--- config.mk ---
export PLATFORM = sky130hd
export DESIGN_NAME = io_responder_flat
export DESIGN_NICKNAME = d
export VERILOG_FILES = /design/src/rtl/io_responder_if.sv /design/src/rtl/io_responder.sv /design/src/flat_wrapper.sv
export SDC_FILE = /design/constraint.sdc
export NUM_CORES = 1
export LEC_CHECK = 0
export ABC_AREA = 1
export CAP_MARGIN = 20
export CORE_AREA = 2 2 160 162
export DETAILED_ROUTE_END_ITERATION = 8
export DIE_AREA = 0 0 162 164
export PLACE_DENSITY = 0.61
export SLEW_MARGIN = 20
export SYNTH_ARGS = -nofsm -noshare
export SYNTH_HDL_FRONTEND = slang
export SYNTH_SLANG_ARGS = --single-unit
--- constraint.sdc ---
create_clock -name clk -period 13.4 [get_ports clk]
set_input_delay 2.68 -clock clk [delete_from_list [all_inputs] [get_ports clk]]
set_output_delay 2.68 -clock clk [all_outputs]
set_load 0.05 [all_outputs]
--- src/rtl/io_responder_if.sv ---
// CPU IO bus between the single-cycle core and the MMIO responder.
// The core drives address, write data and strobes; the device returns read data combinationally.
interface io_responder_if;
  logic [7:0]  io_addr;
  logic [31:0] io_dout;
  logic        io_we;
  logic        io_rd;
  logic [31:0] io_din;

  modport master (output io_addr, io_dout, io_we, io_rd, input io_din);
  modport slave  (input io_addr, io_dout, io_we, io_rd, output io_din);
endinterface

--- src/rtl/io_responder.sv ---
// MMIO responder: LEDs, 7-seg scan, debounced button/switch capture (IO_OVERRUN_EN adds sticky overrun flag).
// Latency: reads combinational, writes and read side-effects on the next clk edge.
// Backpressure: none on the bus; software polls in_valid / out_ready.
module io_responder #(
  parameter int DEBOUNCE_CYCLES = 1000000,
  parameter int SCAN_DIV        = 100000,
  parameter int OUT_BUSY_CYCLES = 8
) (
  input  logic          clk,
  input  logic          rst,
  io_responder_if.slave bus,
  input  logic [15:0]   sw,
  input  logic          btn,
  output logic [15:0]   led,
  output logic [7:0]    an,
  output logic [6:0]    seg
);

  localparam int DB_W = $clog2(DEBOUNCE_CYCLES);
  localparam int SD_W = (SCAN_DIV > 1) ? $clog2(SCAN_DIV) : 1;
  localparam int BZ_W = (OUT_BUSY_CYCLES > 1) ? $clog2(OUT_BUSY_CYCLES) : 1;
  localparam logic [DB_W-1:0] DB_LAST = DB_W'(DEBOUNCE_CYCLES - 1);
  localparam logic [SD_W-1:0] SD_LAST = SD_W'(SCAN_DIV - 1);
  localparam logic [BZ_W-1:0] BZ_LAST = BZ_W'(OUT_BUSY_CYCLES - 1);

  localparam logic [7:0] A_LED        = 8'h00;
  localparam logic [7:0] A_IN_STATUS  = 8'h04;
  localparam logic [7:0] A_IN_DATA    = 8'h08;
  localparam logic [7:0] A_OUT_STATUS = 8'h0C;
  localparam logic [7:0] A_SEG        = 8'h10;

  logic            btn_s1, btn_s2;
  logic [15:0]     sw_s1, sw_s2;
  logic            db_level;
  logic [DB_W-1:0] db_cnt;
  logic [1:0]      sync_fill;
  logic            armed;
  logic            db_rise;
  logic [15:0]     in_data;
  logic            in_valid;
  logic [31:0]     seg_data;
  logic            out_ready;
  logic [BZ_W-1:0] busy_cnt;
  logic [SD_W-1:0] scan_div;
  logic [2:0]      scan_idx;
  logic            overrun_bit;

  logic wr_led, wr_seg, rd_in_data;
  assign wr_led     = bus.io_we && (bus.io_addr == A_LED);
  assign wr_seg     = bus.io_we && (bus.io_addr == A_SEG);
  assign rd_in_data = bus.io_rd && (bus.io_addr == A_IN_DATA);

  always_ff @(posedge clk or posedge rst) begin
    if (rst) begin
      btn_s1 <= 1'b0;
      btn_s2 <= 1'b0;
      sw_s1  <= '0;
      sw_s2  <= '0;
    end else begin
      btn_s1 <= btn;
      btn_s2 <= btn_s1;
      sw_s1  <= sw;
      sw_s2  <= sw_s1;
    end
  end

  // Counts only while the synchronized level disagrees with the debounced one.
  always_ff @(posedge clk or posedge rst) begin
    if (rst) begin
      db_level <= 1'b0;
      db_cnt   <= '0;
    end else if (btn_s2 == db_level) begin
      db_cnt <= '0;
    end else if (db_cnt == DB_LAST) begin
      db_level <= btn_s2;
      db_cnt   <= '0;
    end else begin
      db_cnt <= db_cnt + 1'b1;
    end
  end

  // A button held through reset must be seen released (once the synchronizer
  // holds real samples) before any press is accepted.
  always_ff @(posedge clk or posedge rst) begin
    if (rst) begin
      sync_fill <= '0;
      armed     <= 1'b0;
    end else begin
      if (!sync_fill[1]) sync_fill <= sync_fill + 2'd1;
      if (sync_fill[1] && !btn_s2) armed <= 1'b1;
    end
  end

  assign db_rise = armed && btn_s2 && !db_level && (db_cnt == DB_LAST);

  always_ff @(posedge clk or posedge rst) begin
    if (rst) begin
      in_data  <= '0;
      in_valid <= 1'b0;
    end else if (db_rise && (!in_valid || rd_in_data)) begin
      in_data  <= sw_s2;
      in_valid <= 1'b1;
    end else if (rd_in_data) begin
      in_valid <= 1'b0;
    end
  end

`ifdef IO_OVERRUN_EN
  logic overrun;
  always_ff @(posedge clk or posedge rst) begin
    if (rst)                       overrun <= 1'b0;
    else if (db_rise && in_valid)  overrun <= 1'b1;
    else if (rd_in_data)           overrun <= 1'b0;
  end
  assign overrun_bit = overrun;
`else
  assign overrun_bit = 1'b0;
`endif

  always_ff @(posedge clk or posedge rst) begin
    if (rst) begin
      led      <= '0;
      seg_data <= '0;
    end else begin
      if (wr_led) led      <= bus.io_dout[15:0];
      if (wr_seg) seg_data <= bus.io_dout;
    end
  end

  always_ff @(posedge clk or posedge rst) begin
    if (rst) begin
      out_ready <= 1'b1;
      busy_cnt  <= '0;
    end else if (wr_seg) begin
      out_ready <= 1'b0;
      busy_cnt  <= BZ_LAST;
    end else if (!out_ready) begin
      if (busy_cnt == '0) out_ready <= 1'b1;
      else                busy_cnt  <= busy_cnt - 1'b1;
    end
  end

  always_ff @(posedge clk or posedge rst) begin
    if (rst) begin
      scan_div <= '0;
      scan_idx <= '0;
    end else if (scan_div == SD_LAST) begin
      scan_div <= '0;
      scan_idx <= scan_idx + 3'd1;
    end else begin
      scan_div <= scan_div + 1'b1;
    end
  end

  function automatic logic [6:0] hex_glyph(input logic [3:0] n);
    case (n)
      4'h0: hex_glyph = 7'h40;  4'h1: hex_glyph = 7'h79;
      4'h2: hex_glyph = 7'h24;  4'h3: hex_glyph = 7'h30;
      4'h4: hex_glyph = 7'h19;  4'h5: hex_glyph = 7'h12;
      4'h6: hex_glyph = 7'h02;  4'h7: hex_glyph = 7'h78;
      4'h8: hex_glyph = 7'h00;  4'h9: hex_glyph = 7'h10;
      4'hA: hex_glyph = 7'h08;  4'hB: hex_glyph = 7'h03;
      4'hC: hex_glyph = 7'h46;  4'hD: hex_glyph = 7'h21;
      4'hE: hex_glyph = 7'h06;  default: hex_glyph = 7'h0E;
    endcase
  endfunction

  assign an  = ~(8'h01 << scan_idx);
  assign seg = hex_glyph(seg_data[{scan_idx, 2'b00} +: 4]);

  always_comb begin
    bus.io_din = '0;
    if (bus.io_rd) begin
      case (bus.io_addr)
        A_LED:        bus.io_din = {16'b0, led};
        A_IN_STATUS:  bus.io_din = {30'b0, overrun_bit, in_valid};
        A_IN_DATA:    bus.io_din = {16'b0, in_data};
        A_OUT_STATUS: bus.io_din = {31'b0, out_ready};
        A_SEG:        bus.io_din = seg_data;
        default:      bus.io_din = '0;
      endcase
    end
  end

endmodule

--- src/flat_wrapper.sv ---
// flat-port wrapper written by rule: the top's interface ports become plain ports
module io_responder_flat 
#(
  parameter int DEBOUNCE_CYCLES = 1000000,
  parameter int SCAN_DIV        = 100000,
  parameter int OUT_BUSY_CYCLES = 8
)
  (clk, rst, sw, btn, led, an, seg, bus_io_addr, bus_io_dout, bus_io_we, bus_io_rd, bus_io_din);
  io_responder_if bus_i ();
  input  logic clk;
  input  logic rst;
  input  logic [15:0] sw;
  input  logic btn;
  output logic [15:0] led;
  output logic [7:0] an;
  output logic [6:0] seg;
  input wire logic [$bits(bus_i.io_addr)-1:0] bus_io_addr;
  input wire logic [$bits(bus_i.io_dout)-1:0] bus_io_dout;
  input wire logic [$bits(bus_i.io_we)-1:0] bus_io_we;
  input wire logic [$bits(bus_i.io_rd)-1:0] bus_io_rd;
  output wire logic [$bits(bus_i.io_din)-1:0] bus_io_din;
  assign bus_i.io_addr = bus_io_addr;
  assign bus_i.io_dout = bus_io_dout;
  assign bus_i.io_we = bus_io_we;
  assign bus_i.io_rd = bus_io_rd;
  assign bus_io_din = bus_i.io_din;
  io_responder #(.DEBOUNCE_CYCLES(DEBOUNCE_CYCLES), .SCAN_DIV(SCAN_DIV), .OUT_BUSY_CYCLES(OUT_BUSY_CYCLES)) u_core (.clk(clk), .rst(rst), .bus(bus_i), .sw(sw), .btn(btn), .led(led), .an(an), .seg(seg));
endmodule
# Word-level counts from Yosys, hierarchy flattened

Memories as Yosys holds them, arrays and structs flattened.
Index checks and enable logic that the tools add are counted.

Bits in registers: 147
Memory bits (read-only): 112
Bits of input ports: 61
Output and inout port bits: 63
Word-level logic and storage cells: 67
Memories: 1

Add/sub/neg operators: 5
Eq/ne operators: 9
Shifts and indexed selects: 2
Muxes and demuxes: 14
Bitwise operators: 2
Reductions and logical operators: 17

Memories:

| name             | words | width | read ports | clocked after memory_dff | wr ports | RTL line            | text |
|---|---|---|---|---|---|---|---|
| (name not given) | 16    | 7     | 1          | 0                        | 0        | io_responder.sv:156 | `case (n)` |

Operators by type and width:

| operator              | count |
|---|---|
| $pmux 32 s5           | 1 |
| $mux 20               | 2 |
| $mux 32               | 1 |
| $shiftx 32x6->4       | 1 |
| $add 20x1->20 const B | 1 |
| $eq 20x20->1 const B  | 1 |
| $add 17x1->17 const B | 1 |
| $eq 17x17->1 const B  | 1 |
| $mux 17               | 1 |
| $eq 8x4->1 const B    | 2 |
| $mux 3                | 3 |
| $eq 8x3->1 const B    | 1 |
| $eq 8x5->1 const B    | 1 |
| $logic_and 1x1->1     | 8 |
| $logic_not 8->1       | 1 |
| $not 8->8             | 1 |
| $shl 1x3->8 const A   | 1 |
| $mux 1                | 5 |
| $reduce_and 2->1      | 2 |
| $add 3x1->3 const B   | 1 |
| $logic_not 1->1       | 3 |
| $logic_not 3->1       | 1 |
| $sub 3x1->3 const B   | 1 |
| $add 2x1->2 const B   | 1 |
| 7 further kinds       | 7 |

# Depth between registers and ports, before layout

Gate-level depths: netlist of run 1.

Word-level depth: 5
Depth in mapped cells: 12
Gate-level depth less buffers: 11

# Worst setup path after synthesis of run 1

No wires, ideal clock.

Kind: in2out
Start point: input bus_io_addr[1]
End point: output bus_io_din[21]
Arrival time: 4.058 ns
Required time: 10.720 ns
Slack: 6.662 ns
Stages on the path: 8
Path buffers: 1
Cells stage by stage: nor2_1 -> nand3_1 -> inv_2 -> nand2_2 -> inv_2 -> nand2_2 -> buf_2 -> nor2_1

Longest elaborated chain between the ends: 3
Elaborated cells between the ends (all ways): 7
Those cells by class: eq/ne: 4; mux: 2; reduce/logical: 1

Ends and longest elaborated chain:

| element                            | RTL line            | text |
|---|---|---|
| start, declared                    | flat_wrapper.sv:17  | `input wire logic [$bits(bus_i.io_addr)-1:0] bus_io_addr;` |
| $eq 8x5->1 (tied with other cells) | io_responder.sv:174 | `case (bus.io_addr)` |
| $pmux 32 s5 *                      | io_responder.sv:174 |  |
| $mux 32 *                          | io_responder.sv:173 | `if (bus.io_rd) begin` |
| end, declared                      | flat_wrapper.sv:21  | `output wire logic [$bits(bus_i.io_din)-1:0] bus_io_din;` |

Every way passes the cells marked *; elsewhere a longest branch is shown, timed or not.

# Worst setup path after layout of run 1

Start point: input bus_io_addr[1]
End point: output bus_io_din[5]

Same word-level chain as after synthesis.

==> results of run 1 <==
==> worst max-delay path by stage <==
stage | startpoint | to | slack [ps] | cells past startpoint
2_1_floorplan | bus_io_addr[1] | bus_io_din[21] | 6660 | 8
3_3_place_gp | bus_io_addr[5] | bus_io_din[0] | 5350 | 11
3_5_place_dp | bus_io_addr[1] | bus_io_din[5] | 5330 | 9
4_1_cts | bus_io_addr[1] | bus_io_din[5] | 5300 | 9
5_1_grt | bus_io_addr[5] | bus_io_din[0] | 5100 | 11
6_report | bus_io_addr[1] | bus_io_din[5] | 5290 | 9
==> power breakdown <==
part | internal (mW) | switching, mW | leakage (nW) | total [mW]
Clock | 0.253 | 0.225 | 0.296 | 0.479
Combinational | 0.0436 | 0.0761 | 2.46 | 0.120
Sequential | 0.464 | 0.00891 | 1.79 | 0.473
Total | 0.761 | 0.310 | 4.55 | 1.07
==> sequential cells by signal, summed over array words and instances, names as in the netlist, 3 cells and up <==
name             cells
u_core.scan_div     17
u_core.in_data      16
u_core.db_cnt       20
u_core.busy_cnt      3
u_core.sw_s2        16
u_core.seg_data     32
u_core.sw_s1        16
u_core.led          16
u_core.scan_idx      3
==> metrics by stage <==
stage                     std cells  power [mW]  cell area [µm²]
after CTS                      1366        1.08             9460
final                          1366        1.07             9460
after global routing           1366        1.12             9460
after global placement         1334       0.600             8850
after detailed placement       1334       0.602             8850
after floorplan                 903       0.551             7340
==> synthesized netlist by cell type, drive strengths merged (6+ instances only) <==
| library cell | n | area (µm²) |
|---|---|---|
| inv | 119 | 447 |
| buf | 22 | 154 |
| o211ai | 14 | 155 |
| dfrtp | 146 | 3650 |
| nor3 | 19 | 115 |
| xor2 | 11 | 96.3 |
| nand2 | 279 | 1080 |
| nand3 | 108 | 583 |
| nand4 | 6 | 37.5 |
| ha | 16 | 200 |
| nor2 | 83 | 369 |
| a21oi | 14 | 73.8 |
| o21ai | 48 | 240 |
==> cells by family after synthesis <==
family	synth area share (%)
xor gates and xnor gates	1.79
and+or+nand+nor	30.4
buffers and inverters	8.44
DFF	50.1
AOI/OAI and AO/OA	6.50
adders and majority gates	2.73
==> cell type report <==
type | instances | area, µm²
fillers | 2616 | 15400
flip-flops and latches | 147 | 3680
multi-input cells | 610 | 3040
repair buffers | 127 | 1260
inverters | 120 | 455
clock buffers | 17 | 425
well taps | 330 | 413
clock inverters | 15 | 181
==> metal layers <==
metal  up-vias  wire [µm]
met5         -          0
met4         0        256
met3        13       1050
met2       162       8700
met1      2831       9130
li1       3088          -
==> impl_metrics.ini, run 1 <==
[run_status]
status = finished clean

[global_route]
globalRouteTotalUtil_pct = 14.9
met3_usage_pct = 3.43
use_met1_pct = 20.4
grt_antenna_before_repair = 0
busiest_layer = met2
grt_max_degree = 90
grt_pass1_wl_mm = 31.2
grt_overflow = 0
grt.met2_usage_pct = 23.7
grt_pass1_vias = 5896

[timing]
drv_slew = 0
post-route-period-util_pct = 60.5
max_freq_mhz = 123
tightest_slew_ps = 798
layout_setup_ws_ps = 5290
clock_skew_ps = 15.9
rsz0062_at_grt = false
final-hold-violation-count = 0
tns_ps = 0
slew_headroom_pct = 46.8
fin_hold_ws_ps = 349
finalCriticalPeriod_ps = 8110
final-setup-viol-count = 0

[synthesis]
synth_area_mm2 = 0.00734
synth_cells = 903
synth_edf_count = 0
ys.flop_type = dfrtp_1
ys_ff_latch = 147
syn_avg_cell_area_um2 = 8.13
synth_fp_nets = 980
ys_seq_area_share_pct = 50.1
yosysUniqueCellTypes = 36
ys_async_sr_fraction_pct = 100
yosys_warnings = 0

[finish]
final_nets = 1100
fin_util_pct = 38.1
area_growth_pct = 28.8
diodes = 0
drive_gt1_share_pct = 8.98
mostFrequentLayoutCell = nand2_1
final_cell_mix = 271 x nand2_1, 146 x dfrtp_1, 123 x clkdlybuf4s50_1

[pwr]
irDropWorstVdd_mv = 0.0925
power.density_mw_per_mm2 = 113
p_leak_nw = 4.55

[clocking]
cts.reportedPaths.clkPinSlew_ps = 70
postCtsHoldBufs = 0
cts_setup_buffers = 0
cts_htree_levels = 4
cts_resized = 0
clk_latency_ps = 420
cts_root_buf = clkbuf_16
cts_made_buffers = 17
clockBufferDepth = 2
cts_tree = built
clock-sinks = 147

[setup_path]
cp-start-kind = input port
crit_buf_inv = 4
worstPathCellList = clkdlybuf4s50_1 -> nor2_1 -> nand3_1 -> inv_2 -> nand2_2 -> a21oi_2 -> o21ai_1 -> inv_1 -> clkdlybuf4s50_1
regToRegStartpoint = u_core.scan_idx[0]$_DFFE_PP0N_
timing.rr.end = u_core.scan_idx[1]$_DFFE_PP0N_
cp.required_ps = 10720
reg2regPathDepth = 4
slowest_stage = clkdlybuf4s50_1
critPathTopFamily = buffers and inverters
cp.arrival_ps = 5430
path_common_cell = clkdlybuf4s50_1
critical_path_class = input port to output port
end_kind = output port
r2r_slack_ps = 11320
crit_path_max_fanout = 17
cp_slowest_stage_delay_ps = 800

[worst_hold_path]
whs_path_depth = 0
min_to = u_core.sw_s2[3]$_DFF_PP0_
hp-start = u_core.sw_s1[3]$_DFF_PP0_
hold_class = register to register

[drt]
ant_nets = 0
vias = 6094
drtPass1Iterations = 4
drt_wl_total_mm = 19.1
wl_per_cell_um = 14.0
via_per_inst = 4.46
route.detailed.drc = 0
first_iter_violations = 478

[floorplanning]
ioPinCount = 124
core_area_mm2 = 0.0248
rows = 58
initial_core_util_pct = 29.6
dieHeight_um = 164
die_w_um = 162
die_area_mm2 = 0.0266

[placement]
portBuffers = 123
place_ws_ps = 5330
hpwl_mm = 14.1
gp_congestion = 0.832

[job]
cap_violations = 0
Power figures use the tool's default switching activity.
==> inputs of run 2 (changes only) <==
--- a/config.mk
+++ b/config.mk
@@ -10,7 +10,7 @@
 export CORE_AREA = 2 2 160 162
 export DETAILED_ROUTE_END_ITERATION = 8
 export DIE_AREA = 0 0 162 164
-export PLACE_DENSITY = 0.61
+export PLACE_DENSITY = 0.62
 export SLEW_MARGIN = 20
 export SYNTH_ARGS = -nofsm -noshare
 export SYNTH_HDL_FRONTEND = slang
==> constraint.sdc (replaced) <==
create_clock -name clk -period 6.7 [get_ports clk]
set_input_delay 1.34 -clock clk [delete_from_list [all_inputs] [get_ports clk]]
set_output_delay 1.34 -clock clk [all_outputs]
set_load 0.05 [all_outputs]
==> impl_metrics.ini, run 2 (same netlist as run 1, synthesis figures left out) <==
[worst_hold_path]
whs_path_depth = 0
hold_class = register to register

[floorplanning]
initial_core_util_pct = 29.6
ioPinCount = 124
rows = 58
core_area_mm2 = 0.0248
dieHeight_um = 164
die_area_mm2 = 0.0266
die_w_um = 162

[drt]
first_iter_violations = 577
ant_nets = 0
drtPass1Iterations = 5
drt_wl_total_mm = 18.9
via_per_inst = 4.47
wl_per_cell_um = 13.9
route.detailed.drc = 0
vias = 6109

[timing]
final-hold-violation-count = 0
max_freq_mhz = 175
tightest_slew_ps = 896
rsz0062_at_grt = false
drv_slew = 0
post-route-period-util_pct = 85.1
layout_setup_ws_ps = 1000
tns_ps = 0
slew_headroom_pct = 40.2
final-setup-viol-count = 0
clock_skew_ps = 6.42
finalCriticalPeriod_ps = 5700

[placement]
dpl-instance-area_mm2 = 0.00886
hpwl_mm = 14.1
gp_congestion = 0.883
portBuffers = 123
place_ws_ps = 1020

[pwr]
p_int_mw = 1.60
irDropWorstVdd_mv = 0.179
netSwitchingFraction_pct = 27.1
power.density_mw_per_mm2 = 231
switchingPower_mw = 0.593
total_power_mw = 2.19
power.share.sequential_pct = 43.2
p_comb_share_pct = 10.9
p_leak_nw = 4.57
p_clk_share_pct = 45.9

[clocking]
clock-sinks = 147
cts_made_buffers = 17
cts_htree_levels = 4
clockBufferDepth = 2
postCtsHoldBufs = 0
clk_latency_ps = 430
cts_resized = 0
cts_root_buf = clkbuf_16
cts_tree = built
cts.reportedPaths.clkPinSlew_ps = 60
cts_setup_buffers = 0

[global_route]
grt_pass1_vias = 6008
grt_pass1_wl_mm = 31.0
grt_max_degree = 102
globalRouteTotalUtil_pct = 15.0
grt_overflow = 0
grt_antenna_before_repair = 0

[job]
cap_violations = 0

[setup_path]
cp.arrival_ps = 4360
critical_path_class = input port to output port
reg2regPathDepth = 7
crit_path_max_fanout = 27
cp.required_ps = 5360
cp-start-kind = input port
end_kind = output port

[finish]
reg.largest.list = u_core.seg_data (32), u_core.db_cnt (20), u_core.scan_div (17)
mostFrequentLayoutCell = nand2_1
area_growth_pct = 29.2
final_nets = 1101
drive_gt1_share_pct = 9.06
diodes = 0
fin_area_mm2 = 0.00948
final_cell_mix = 271 x nand2_1, 146 x dfrtp_1, 123 x clkdlybuf4s50_1
largest_reg_flops = 32
top_register = u_core.seg_data

[run_status]
status = finished clean
## run 2: cell types whose count changed in the layout (fill, tap and decap cells not counted)
cell,previous run,this run
clkinv_4,2,3
clkinv_8,5,1
clkbuf_8,0,1
buf_4,4,5
inv_6,4,3
bufinv_16,0,2
inv_8,5,6
## run 2: final timing paths
kind	startpoint	to	slack, ps
worst max register to register	u_core.scan_div[0]$_DFF_PP0_	u_core.scan_idx[0]$_DFFE_PP0N_	4910
worst max-delay path	bus_io_addr[5]	bus_io_din[0]	1000
min in group asynchronous	rst	u_core.led[12]$_DFFE_PP0P_	1480
max in group asynchronous	rst	u_core.led[0]$_DFFE_PP0P_	4030
worst min register to register	u_core.sw_s1[15]$_DFF_PP0_	u_core.sw_s2[15]$_DFF_PP0_	350
worst min-delay path	u_core.sw_s1[15]$_DFF_PP0_	u_core.sw_s2[15]$_DFF_PP0_	350
## run 2: per-layer routing
metal	up-vias	part of all wire [%]	track usage [%]
li1	3092	-	-
met1	2829	47	19.7
met2	169	47	24.6
met3	19	5.4	3.21
met4	0	1.5	4.95
met5	-	0	0
## run 2: cell type report
cell class                      instances  area, µm²
Inverter                              120        455
Timing Repair Buffer                  128       1270
Clock inverter                         14        188
Tap cell                              330        413
Multi-Input combinational cell        610       3040
Fill cell                            2557      15300
Clock buffer                           18        439
Sequential cell                       147       3680
## run 2: per-stage QoR
step                      hold slack, ps  cells  util (%)
after detailed placement             335   1335      35.7
after CTS                            349   1367      38.2
after global placement               332   1335      35.7
after floorplan                      331    903         -
after global routing                 351   1367      38.2
final                                349   1367      38.2
## run 2: worst max-delay path, cell delays in order
cell             delay (ps)
clkdlybuf4s50_1         450
inv_2                    60
nand2_1                  70
nor2_4                  360
and2b_1                 780
nand2_1                  90
o21ai_0                 120
nor2_1                   60
nor2_1                  170
clkdlybuf4s50_1         840
## run 2: power by group through the flow
stage,Sequential [mW],Combinational (mW),Clock [mW]
after global placement,0.961,0.238,0
after detailed placement,0.962,0.241,0
final,0.945,0.238,1.01
after global routing,0.950,0.265,1.07
after floorplan,0.974,0.128,0
after CTS,0.945,0.242,1.03
==> inputs of run 3 (changes only) <==
--- a/config.mk
+++ b/config.mk
@@ -10,7 +10,7 @@
 export CORE_AREA = 2 2 160 162
 export DETAILED_ROUTE_END_ITERATION = 8
 export DIE_AREA = 0 0 162 164
-export PLACE_DENSITY = 0.62
+export PLACE_DENSITY = 0.61
 export SLEW_MARGIN = 20
 export SYNTH_ARGS = -nofsm -noshare
 export SYNTH_HDL_FRONTEND = slang
==> constraint.sdc (replaced) <==
create_clock -name clk -period 6.45 [get_ports clk]
set_input_delay 1.29 -clock clk [delete_from_list [all_inputs] [get_ports clk]]
set_output_delay 1.29 -clock clk [all_outputs]
set_load 0.05 [all_outputs]
==> impl_metrics.ini, run 3 (same netlist as run 1, synthesis figures left out) <==
[run_status]
status = finished clean

[floorplanning]
ioPinCount = 124
dieHeight_um = 164
core_area_mm2 = 0.0248
initial_core_util_pct = 29.6
die_area_mm2 = 0.0266
rows = 58
die_w_um = 162

[clocking]
cts_resized = 0
cts_htree_levels = 4
cts_setup_buffers = 0
cts_made_buffers = 17
postCtsHoldBufs = 0
clock-sinks = 147
cts_tree = built
clockBufferDepth = 2
clk_latency_ps = 420
cts.reportedPaths.clkPinSlew_ps = 60
cts_root_buf = clkbuf_16

[timing]
fin_hold_ws_ps = 348
final-hold-violation-count = 0
tns_ps = 0
final-setup-viol-count = 0
finalCriticalPeriod_ps = 5410
slew_headroom_pct = 37.2
drv_slew = 0
max_freq_mhz = 185
post-route-period-util_pct = 83.9
clock_skew_ps = 12.0
layout_setup_ws_ps = 1040
tightest_slew_ps = 941
rsz0062_at_grt = false

[setup_path]
end_kind = output port
cp_slowest_stage_delay_ps = 800
worstPathCellList = clkdlybuf4s50_1 -> inv_2 -> nand2_1 -> nor2_4 -> and2b_1 -> buf_4 -> nand2_1 -> o211ai_2 -> nand2_1 -> inv_1 -> clkdlybuf4s50_1
cp-startpoint = bus_io_addr[5]
regToRegStartpoint = u_core.scan_idx[0]$_DFFE_PP0N_
path_common_cell = nand2_1
crit_buf_inv = 5
cp.arrival_ps = 4120
critical_path_class = input port to output port
slowest_stage = clkdlybuf4s50_1
cp-start-kind = input port
cp.required_ps = 5160
critPathTopFamily = buffers and inverters
crit_path_max_fanout = 23

[finish]
top_register = u_core.seg_data
mostFrequentLayoutCell = nand2_1
drive_gt1_share_pct = 8.98
final_nets = 1100
final_cell_mix = 271 x nand2_1, 146 x dfrtp_1, 123 x clkdlybuf4s50_1
fin_area_mm2 = 0.00945
reg.largest.list = u_core.seg_data (32), u_core.db_cnt (20), u_core.scan_div (17)
largest_reg_flops = 32
area_growth_pct = 28.8
num-fill-cells = 2558
finalNonFillerCells = 1369

[pwr]
p_clk_share_pct = 44.9
switchingPower_mw = 0.618
p_int_mw = 1.62
netSwitchingFraction_pct = 27.6
power.share.sequential_pct = 44.0
p_comb_share_pct = 11.1
p_leak_nw = 4.55
power.density_mw_per_mm2 = 236
irDropWorstVdd_mv = 0.146

[drt]
first_iter_violations = 473
via_per_inst = 4.51
vias = 6175
route.detailed.drc = 0
drtPass1Iterations = 5
drt_wl_total_mm = 18.9
wl_per_cell_um = 13.8
ant_nets = 0

[global_route]
globalRouteTotalUtil_pct = 14.8
grt_antenna_before_repair = 2
grt_pass1_vias = 5856
grt_pass1_wl_mm = 30.9
grt_overflow = 0
grt_max_degree = 107

[placement]
hpwl_mm = 14.2
gp_congestion = 0.861
placedCellCount = 1334
dpl-instance-area_mm2 = 0.00885
place_ws_ps = 1060
portBuffers = 123

[worst_hold_path]
hold_class = register to register
hp-start = u_core.sw_s1[5]$_DFF_PP0_

[job]
cap_violations = 0
[run 3: per-stage QoR]
stage | util, % | power, mW
after floorplan | - | 1.15
after global placement | 35.7 | 1.25
after detailed placement | 35.7 | 1.25
after CTS | 38.1 | 2.26
after global routing | 38.1 | 2.33
final | 38.1 | 2.24
[run 3: path summary, 6_finish.rpt]
kind	end	cells after the start	slack (ps)
setup reg to reg	u_core.scan_idx[1]$_DFFE_PP0N_	4	4370
hold / removal	u_core.sw_s2[5]$_DFF_PP0_	0	350
max in group asynchronous	u_core.scan_div[7]$_DFF_PP0_	3	3890
hold reg to reg	u_core.sw_s2[5]$_DFF_PP0_	0	350
min in group asynchronous	u_core.led[13]$_DFFE_PP0P_	2	1450
setup / recovery	bus_io_din[1]	11	1040
[run 3: area by class of cell]
| type | instances | area (µm²) | area share, % |
|---|---|---|---|
| Multi-Input combinational cell | 610 | 3040 | 32.2 |
| Clock buffer | 18 | 439 | 4.65 |
| Tap cell | 330 | 413 | 4.37 |
| Antenna cell | 3 | 7.51 | 0.0794 |
| Clock inverter | 14 | 158 | 1.67 |
| Sequential cell | 147 | 3680 | 38.9 |
| Timing Repair Buffer | 127 | 1260 | 13.3 |
| Inverter | 120 | 455 | 4.82 |
[run 3: worst reg2reg max path, delay by kind of cell (launching register included)]
kind / cells / cell delay (ps)
flip-flops: 1 / 860
buffers and inverters: 1 / 520
AO/OA/AOI/OAI: 1 / 50
AND/OR/NAND/NOR: 1 / 100
adder cells (fa/ha/maj): 1 / 420
[run 3: layer usage]
metal  up-vias  global-route usage, %  share of wire, %
li1       3104                      -                 -
met1      2876                   20.7                48
met4         0                   6.23               2.0
met2       172                   22.3                45
met5         -                      0                 0
met3        23                   2.95               5.1
[run 3: power by group through the flow]
stage	Sequential, mW	Clock [mW]	Combinational, mW
CTS	0.983	1.03	0.252
detailed placement	1.00	0	0.251
global placement	0.999	0	0.247
finish	0.983	1.00	0.248
floorplan	1.01	0	0.133
global route	0.987	1.07	0.275
